[src/rtl/ysyx_25060173_ifu.sv]
// Instruction fetch unit: owns the PC, issues one imem read at a time
// and hands the fetched word with its PC to decode; honours redirects.
module ysyx_25060173_ifu #(
  parameter logic [31:0] RESET_PC = 32'h8000_0000
) (
  input  logic        clk,
  input  logic        rst,
  output logic        imem_req_valid,
  input  logic        imem_req_ready,
  output logic [31:0] imem_req_addr,
  input  logic        imem_resp_valid,
  input  logic [31:0] imem_resp_data,
  input  logic        imem_resp_err,
  output logic        inst_valid,
  input  logic        inst_ready,
  output logic [31:0] inst,
  output logic [31:0] inst_pc,
  output logic        inst_fault,
  input  logic        redirect_valid,
  input  logic [31:0] redirect_pc
);

  typedef enum logic [1:0] {
    S_REQ,
    S_WAIT,
    S_OUT
  } state_t;

  state_t      state;
  logic [31:0] pc;
  logic        drop;
  logic        active;
  logic [31:0] target;
  logic        unused_bits;

  assign target      = {redirect_pc[31:2], 2'b00};
  assign unused_bits = ^redirect_pc[1:0];

  // active masks the request while reset is held, keeping it a register decode
  assign imem_req_valid = active && (state == S_REQ);
  assign imem_req_addr  = pc;
  assign inst_valid     = (state == S_OUT);

  always_ff @(posedge clk) begin
    if (rst) begin
      state      <= S_REQ;
      pc         <= RESET_PC;
      drop       <= 1'b0;
      active     <= 1'b0;
      inst       <= 32'h0;
      inst_pc    <= 32'h0;
      inst_fault <= 1'b0;
    end else begin
      active <= 1'b1;
      unique case (state)
        S_REQ: begin
          if (active && imem_req_ready) begin
            state <= S_WAIT;
            drop  <= redirect_valid;
          end
        end
        S_WAIT: begin
          if (imem_resp_valid) begin
            if (drop || redirect_valid) begin
              drop  <= 1'b0;
              state <= S_REQ;
            end else begin
              inst       <= imem_resp_err ? 32'h0 : imem_resp_data;
              inst_pc    <= pc;
              inst_fault <= imem_resp_err;
              state      <= S_OUT;
            end
          end else if (redirect_valid) begin
            drop <= 1'b1;
          end
        end
        S_OUT: begin
          if (inst_ready) pc <= pc + 32'd4;
          if (inst_ready || redirect_valid) state <= S_REQ;
        end
        default: state <= S_REQ;
      endcase
      // a redirect always wins over the sequential advance
      if (redirect_valid) pc <= target;
    end
  end

endmodule

[config.mk]
export PLATFORM = sky130hd
export DESIGN_NAME = ysyx_25060173_ifu
export DESIGN_NICKNAME = d
export VERILOG_FILES = /design/src/rtl/ysyx_25060173_ifu.sv
export SDC_FILE = /design/constraint.sdc
export NUM_CORES = 1
export LEC_CHECK = 0
export CAP_MARGIN = 30
export CORE_UTILIZATION = 45
export CTS_BUF_LIST = sky130_fd_sc_hd__clkbuf_8
export DETAILED_ROUTE_END_ITERATION = 8
export PLACE_DENSITY = 0.83
export SYNTH_ARGS = -nofsm -noshare
export SYNTH_HDL_FRONTEND = slang
export SYNTH_SLANG_ARGS = --single-unit
[constraint.sdc]
create_clock -name clk -period 2.32 [get_ports clk]
set_clock_uncertainty 0.15 [all_clocks]
set_input_delay 0.464 -clock clk [delete_from_list [all_inputs] [get_ports clk]]
set_output_delay 0.464 -clock clk [all_outputs]
set_load 0.1 [all_outputs]
Yosys cells after proc, flatten, opt, wreduce, memory -nomap -nowiden

Index checks and enable logic that the tools add are counted.

Register bits: 101
Input port bits: 71
Output and inout bits: 99
Logic and storage cells: 46

Add/subtract/negate cells: 1
Equal/unequal tests: 7
Muxes and demuxes: 15
Bitwise operators: 1
Reductions and logical operators: 14

Operators with widths:

| kind                                                                     | count |
|---|---|
| 32-bit 2-to-1 mux                                                        | 4 |
| 32-bit by 3-bit adder with 32-bit output (second input constant)         | 1 |
| 2-bit 2-to-1 mux                                                         | 4 |
| 3-bit inequality test (second input constant)                            | 2 |
| 2-bit case mux with 3 select lines                                       | 1 |
| 3-bit AND reduction                                                      | 2 |
| 2-bit nonzero test                                                       | 3 |
| 1-bit 2-to-1 mux                                                         | 5 |
| 2-bit by 1-bit inequality test with 1-bit output (second input constant) | 2 |
| 2-bit AND reduction                                                      | 2 |
| 4-bit AND reduction                                                      | 1 |
| 2-bit by 1-bit == test with 1-bit output (second input constant)         | 1 |
| 2-bit == test (second input constant)                                    | 1 |
| 1-bit logical AND                                                        | 2 |
| 2-bit logical NOT                                                        | 1 |
| 1-bit logical OR                                                         | 2 |
| 2-bit inequality test (second input constant)                            | 1 |
| 1-bit case mux with 2 select lines                                       | 1 |
| 2-bit OR reduction                                                       | 1 |
| 1-bit NOT                                                                | 1 |

Longest topological paths before layout

Gate-level depths: netlist of run 1.

Depth after elaboration: 4
Depth in mapped cells: 8
Gate-level depth less buffers: 6

Worst setup path before layout of run 1

OpenSTA, ideal clock, no wires.

Path type: reg2out
From: register state[0]
To: output imem_req_valid
Arrival time: 2610 ps
Data required time: 1706 ps
Path slack: -904 ps
Stages on the path, launching flop included: 3
Buffers on the path: 1
Path through: dfxtp_1 -> buf_6 -> nor3b_1

Longest elaborated chain between the ends: 2

RTL lines:

| item                   | RTL line | source |
|---|---|---|
| start, declared        | 29       | `state_t state;` |
| start signal, assigned | 46       | `state <= S_REQ;` |
| start signal, assigned | 58       | `state <= S_WAIT;` |
| start signal, assigned | 66       | `state <= S_REQ;` |
| 2-bit logical NOT      | 40       | `assign imem_req_valid = active && (state == S_REQ);` |
| 1-bit logical AND      | 40       |  |
| end, declared          | 8        | `output logic imem_req_valid,` |

No other way between the ends.

Worst setup path after layout of run 1

From: input inst_ready
To: register pc[25], in the netlist imem_req_addr[25]

Longest elaborated chain between the ends: 2

RTL lines:

| item                                 | RTL line | source |
|---|---|---|
| start, declared                      | 15       | `input logic inst_ready,` |
| 2-bit nonzero test (no source line)  | n/a      |  |
| 2-bit AND reduction (no source line) | n/a      |  |
| end signal, assigned                 | 78       | `if (inst_ready) pc <= pc + 32'd4;` |
| end signal, assigned                 | 84       | `if (redirect_valid) pc <= target;` |
| end, declared                        | 30       | `logic [31:0] pc;` |

No other way between the ends.
A chain may end at the register's enable or synchronous reset.

==> impl_metrics.json, run 1 <==
{
  "status": "finished, final reports clean",
  "dp_cells": 771,
  "irDropWorstVdd_mv": 0.3808,
  "first_pass_iters": 4,
  "grt_overflow": 0,
  "highest-signal-layer": "met4",
  "ys_warn_count": 0,
  "setup_violations": 0,
  "synth_seq_cells": 97,
  "period_minus_slack_ps": 2004,
  "synthCells": 502,
  "netlist_area_sq_um": 4289,
  "ctsResizeCount": 0,
  "die_w_um": 99.63,
  "root_buffer": "clkbuf_8",
  "cts_sinks": 97,
  "nets": 725,
  "cp.arrival_ps": 2130,
  "r2r-start": "imem_req_addr[4]",
  "hpwl_mm": 8.051,
  "ys_seq_area_frac": 0.4527,
  "final_hold_viol_count": 0,
  "rsz0062_at_grt": "false",
  "timing.fmax_mhz": 499.0,
  "drv_cap": 0,
  "clkTransAtPathRegs_ps": 90,
  "final_design_area_no_fill_sq_um": 6065,
  "routed_wl_mm": 11.25,
  "met1Wirelength_mm": 4.807,
  "dr_wl_met2_mm": 5.723,
  "num_io_pins": 170,
  "fp-row-count": 35,
  "reg2reg_slack_ps": 320,
  "critPathKind": "in -> reg",
  "placed_cell_area_sq_um": 5852,
  "fin_cells": 787,
  "coreArea_sq_um": 9240,
  "via_per_inst": 5.091,
  "finalMaxSlewViolations": 0,
  "drc": 0,
  "antenna_left": 0,
  "hold-path-cell-count": 2,
  "power_density_nw_per_um2": 606.4,
  "cts-htree-levels": 3,
  "cts_tree": "done",
  "start_util": 0.4642,
  "worstHoldEndpoint": "inst[19]",
  "drive_gt1_frac": 0.2690,
  "synth_cell_type_count": 44,
  "port-buffer-count": 163,
  "n_fill_cell": 772,
  "cts_buffers": 9,
  "grt_pass1_vias": 3776,
  "vias": 4007,
  "timing.rr.end": "imem_req_addr[25]",
  "hold_buffers": 0,
  "antenna_cells": 0,
  "grt_start_max_net_pins": 42,
  "ff2ff_path_depth": 6,
  "period_share": 0.8638,
  "clock_path_buffers": 2,
  "seqCellArea_sq_um": 1967,
  "grt_usage": 0.2315,
  "fin_util": 0.6563,
  "fp.dieH_um": 99.63,
  "syn_avg_cell_area_sq_um": 8.544,
  "wl_per_cell_um": 14.29,
  "crit_required_ps": 2440,
  "clk_latency_ps": 360,
  "dieArea_sq_um": 9926,
  "min_from": "inst[19]",
  "grt_pass1_wl_mm": 18.26,
  "globalplace.congestion": 0.7634,
  "hold_path.class": "reg -> reg",
  "start_kind": "input port",
  "p_leak_nw": 2.279,
  "cts_setup_buffers": 0,
  "syn2layout_area_growth_pct": 41.39,
  "endpoint_kind": "flop",
  "critPathMaxFanout": 9,
  "multiInputGateArea_sq_um": 2111,
  "antenna_found_initial": 0,
  "initialDrtViolationCount": 119,
  "dr_wl_met3_um": 544
}
==> cells in the final DEF (no fill, tap or decap), types with 2 or more instances in the layout <==
master / instances
and4_4: 2
inv_1: 5
nand2_1: 112
nor2_1: 27
mux2i_1: 5
and3b_1: 2
a21oi_1: 74
dfxtp_2: 20
clkdlybuf4s50_1: 67
inv_6: 2
o21ai_0: 5
nor4_2: 4
conb_1: 4
a211oi_1: 12
dfxtp_1: 77
nand4_4: 2
nor3_1: 8
and2_2: 2
a211oi_2: 3
and4_1: 2
buf_4: 107
and3_1: 4
nand3b_1: 32
clkbuf_8: 11
nor3_2: 7
nand3_4: 2
nand3_1: 6
a311oi_1: 2
or3_1: 2
buf_12: 6
nand4_1: 2
xnor2_1: 24
==> cell families (layout without fill, tap and decap cells) <==
kind of cell    Yosys count  after routing  synth area share
mux                       6              6           0.01429
flops                    97             97            0.4527
simple gates            225            225            0.2856
buf+inv                  48            201           0.05980
xor+xnor                 25             25           0.05105
compound gates           99             99            0.1327
fa+ha+maj                 1              1          0.002917
other cells               1              4         0.0008743
==> worst max path at each step <==
stage                                  from  cells after the start  slack (ps)                 to
after CTS                  imem_req_addr[4]                      6         290  imem_req_addr[25]
after detailed placement         inst_ready                      7         -60  imem_req_addr[21]
after global routing       imem_req_addr[4]                      6         160  imem_req_addr[25]
after floorplan           imem_req_addr[17]                      5          60  imem_req_addr[27]
final                            inst_ready                      7         320  imem_req_addr[25]
after global placement           inst_ready                      7         -10  imem_req_addr[25]
==> final cells by class <==
type                            count  share of cell area
Timing Repair Buffer              180              0.2628
Clock inverter                      5             0.01011
Clock buffer                       11             0.02496
Multi-Input combinational cell    360              0.3480
Inverter                            5            0.003095
Sequential cell                    97              0.3243
Tap cell                          129             0.02661
==> worst max-delay path, stage by stage <==
cell	delay [ps]
clkdlybuf4s50_1	490
and3b_1	220
nand4_4	210
buf_4	220
nor3_2	180
xnor2_1	80
a211oi_1	250
==> flip-flops by register name, summed over array words and instances, names as in the netlist <==
| name | flops |
|---|---|
| active | 1 |
| drop | 1 |
| imem_req_addr | 30 |
| inst | 32 |
| inst_fault | 1 |
| inst_pc | 30 |
| state | 2 |
==> routing by layer <==
layer / vias to the layer above / GRT usage
met5: - / 0
met4: 0 / 0.08484
met3: 16 / 0.05411
met2: 119 / 0.3862
met1: 1878 / 0.2916
li1: 1994 / -
==> power by group <==
group / switching (mW) / internal (mW) / total [mW]
registers: 0.0628 / 1.72 / 1.78
logic: 0.493 / 0.238 / 0.732
clock network: 0.602 / 0.566 / 1.17
total: 1.16 / 2.52 / 3.68
==> cell usage after synthesis (all sizes together) <==
| library cell | n | share of area |
|---|---|---|
| mux2i | 5 | 0.012 |
| o21a | 1 | 0.0018 |
| a21oi | 74 | 0.086 |
| and3b | 2 | 0.0041 |
| nor4b | 2 | 0.0055 |
| and3 | 4 | 0.0058 |
| nand3b | 32 | 0.056 |
| a311oi | 2 | 0.0041 |
| xor2 | 1 | 0.0020 |
| buf | 18 | 0.034 |
| o21ai | 5 | 0.0058 |
| and2 | 3 | 0.0047 |
| and4 | 4 | 0.0093 |
| a211oi | 15 | 0.030 |
| conb | 1 | 0.00087 |
| inv | 5 | 0.0044 |
| nand4 | 4 | 0.013 |
| nor2 | 27 | 0.024 |
| o211a | 1 | 0.0023 |
| and4b | 1 | 0.0023 |
| xnor2 | 24 | 0.049 |
| nor3b | 2 | 0.0035 |
| ha | 1 | 0.0029 |
| and2b | 1 | 0.0020 |
| nand2 | 113 | 0.099 |
| nor3 | 15 | 0.026 |
| nand3 | 8 | 0.015 |
| o221a | 1 | 0.0026 |
| dfxtp | 97 | 0.45 |
| or3 | 2 | 0.0029 |
| nor4 | 5 | 0.013 |
| clkbuf | 25 | 0.022 |
| mux2 | 1 | 0.0026 |
==> through the flow <==
step           power, mW  hold WS (ps)  setup WS, ps  setup TNS (ps)
2_1_floorplan      2.308         348.2         56.35               0
3_3_place_gp       2.538         288.9        -12.19          -21.29
3_5_place_dp       2.549         293.6        -61.84          -326.0
4_1_cts            3.706         306.4         293.3               0
5_1_grt            3.827         329.2         164.2               0
6_report           3.678         305.9         316.0               0
(Power assumes the default switching activity.)
==> run 2, diff against run 1 <==
--- a/config.mk
+++ b/config.mk
@@ -7,8 +7,8 @@
 export LEC_CHECK = 0
 export CAP_MARGIN = 30
-export CORE_UTILIZATION = 45
+export CORE_UTILIZATION = 41
 export CTS_BUF_LIST = sky130_fd_sc_hd__clkbuf_8
 export DETAILED_ROUTE_END_ITERATION = 8
-export PLACE_DENSITY = 0.83
+export PLACE_DENSITY = 0.79
 export SYNTH_ARGS = -nofsm -noshare
 export SYNTH_HDL_FRONTEND = slang
==> constraint.sdc (replaced) <==
create_clock -name clk -period 1.78 [get_ports clk]
set_clock_uncertainty 0.15 [all_clocks]
set_input_delay 0.534 -clock clk [delete_from_list [all_inputs] [get_ports clk]]
set_output_delay 0.534 -clock clk [all_outputs]
set_load 0.1 [all_outputs]
==> impl_metrics.json, run 2 (synthesis results as in run 1) <==
{
  "via_per_inst": 5.508,
  "critPathMaxStageDelay_ps": 360,
  "num_io_pins": 170,
  "final_design_area_no_fill_sq_um": 8338,
  "drv_cap": 0,
  "fp-row-count": 36,
  "syn2layout_area_growth_pct": 94.40,
  "post-place-ws_ps": -749.1,
  "port-buffer-count": 163,
  "regMostFlops": "inst",
  "endpoint_kind": "flop",
  "drc": 0,
  "first_pass_iters": 6,
  "initialDrtViolationCount": 275,
  "grt_pass1_vias": 4576,
  "grt_usage": 0.2724,
  "irDropWorstVdd_mv": 0.3563,
  "critPathKind": "reg -> reg",
  "n_fill_cell": 511,
  "p_leak_nw": 3.176,
  "cts-htree-levels": 3,
  "power_density_nw_per_um2": 612.1,
  "cp.arrival_ps": 2090,
  "dieArea_sq_um": 10870,
  "cts_tree": "done",
  "timing.fmax_mhz": 501.1,
  "clock_path_buffers": 2,
  "fp.dieH_um": 104.3,
  "crit_chain": "buf_4 > and3b_2 > nand4_4 > buf_6 > nor3_4 > xnor2_1 > a211oi_1",
  "start_kind": "flop",
  "period_minus_slack_ps": 1996,
  "hold_buffers": 0,
  "cts_sinks": 97,
  "finalMaxSlewViolations": 0,
  "cp_slowest_cell": "a211oi_1",
  "largest_reg_flops": 32,
  "finalWorstSetupSlack_ps": -215.6,
  "vias": 4693,
  "crit_required_ps": 1870,
  "period_share": 1.121,
  "grt_pass1_wl_mm": 23.40,
  "antenna_left": 0,
  "rsz0062_at_grt": "true",
  "setup_violations": 48,
  "setup-tns-final_ps": -2138,
  "grt_overflow": 0,
  "violations": "setup timing",
  "cts_buffers": 9,
  "final_common_cell": "nand2_1",
  "coreArea_sq_um": 9955,
  "status": "finished, violations left",
  "wl_per_cell_um": 20.21,
  "antenna_found_initial": 0,
  "final_hold_viol_count": 0,
  "p_total_mw": 5.104,
  "root_buffer": "clkbuf_8",
  "final_cell_mix": "110 x nand2_1, 104 x buf_12, 67 x dfxtp_1",
  "drive_gt1_frac": 0.3955,
  "placed_cell_area_sq_um": 7406,
  "grt_start_max_net_pins": 37,
  "die_w_um": 104.3,
  "start_util": 0.4309,
  "hpwl_mm": 9.866,
  "routed_wl_mm": 17.22,
  "clk_latency_ps": 380,
  "globalplace.congestion": 0.8017,
  "clkTransAtPathRegs_ps": 90,
  "critPathMaxFanout": 7,
  "nets": 785,
  "hold_path.class": "in -> reg"
}
## run 2: worst paths after layout
kind / startpoint / end / slack [ps] / cells past startpoint
hold / removal: rst / imem_req_addr[21] / 290 / 2
setup reg to reg: state[0] / imem_req_addr[15] / -220 / 7
setup / recovery: state[0] / imem_req_addr[15] / -220 / 7
hold reg to reg: inst[28] / inst[28] / 350 / 2
## run 2: critical path, delay by kind of cell, from the launching register on
kind / cells / cell delay (ps)
flip-flops: 1 / 330
AND/OR/NAND/NOR: 3 / 600
XOR/XNOR: 1 / 120
AO/OA/AOI/OAI: 1 / 360
buffers and inverters: 2 / 310
## run 2: layout make-up
cell class / count / area [sq um] / area share
Antenna cell: 1 / 2.502 / 0.0003001
Inverter: 5 / 18.77 / 0.002251
Multi-Input combinational cell: 361 / 2409 / 0.2889
Clock buffer: 9 / 123.9 / 0.01486
Clock inverter: 7 / 71.32 / 0.008553
Tap cell: 133 / 166.4 / 0.01996
Sequential cell: 97 / 2039 / 0.2446
Timing Repair Buffer: 239 / 3507 / 0.4206
## run 2: per-layer routing
metal	part of all wire	vias to the layer above	GRT usage
met4	0.040	0	0.1449
met5	0	-	0
li1	-	2125	-
met1	0.37	2261	0.2967
met2	0.52	245	0.4844
met3	0.071	62	0.06642
## run 2: repair_timing
action / CTS / global route
gates resized for setup: 18 / 58
buffers inserted: 9 / 12
setup endpoints to repair: 88 / 72
pin swaps: 12 / 45
hold endpoints to repair: 0 / 0
gates cloned: 5 / 6
## run 2: metrics by stage
step | hold WS [ps] | instances | utilization
floorplan | 348.2 | 505 | -
global placement | 325.8 | 805 | 0.7440
detailed placement | 332.0 | 805 | 0.7440
CTS | 282.8 | 834 | 0.7910
global route | 286.8 | 851 | 0.8374
finish | 294.6 | 852 | 0.8376
## run 2: report_power, final
| part | internal (mW) | leakage, nW | total, mW | switching [mW] |
|---|---|---|---|---|
| logic | 0.540 | 2.27 | 1.30 | 0.762 |
| registers | 2.22 | 0.807 | 2.30 | 0.0794 |
| clock network | 0.652 | 0.0987 | 1.50 | 0.851 |
| total | 3.41 | 3.18 | 5.10 | 1.69 |
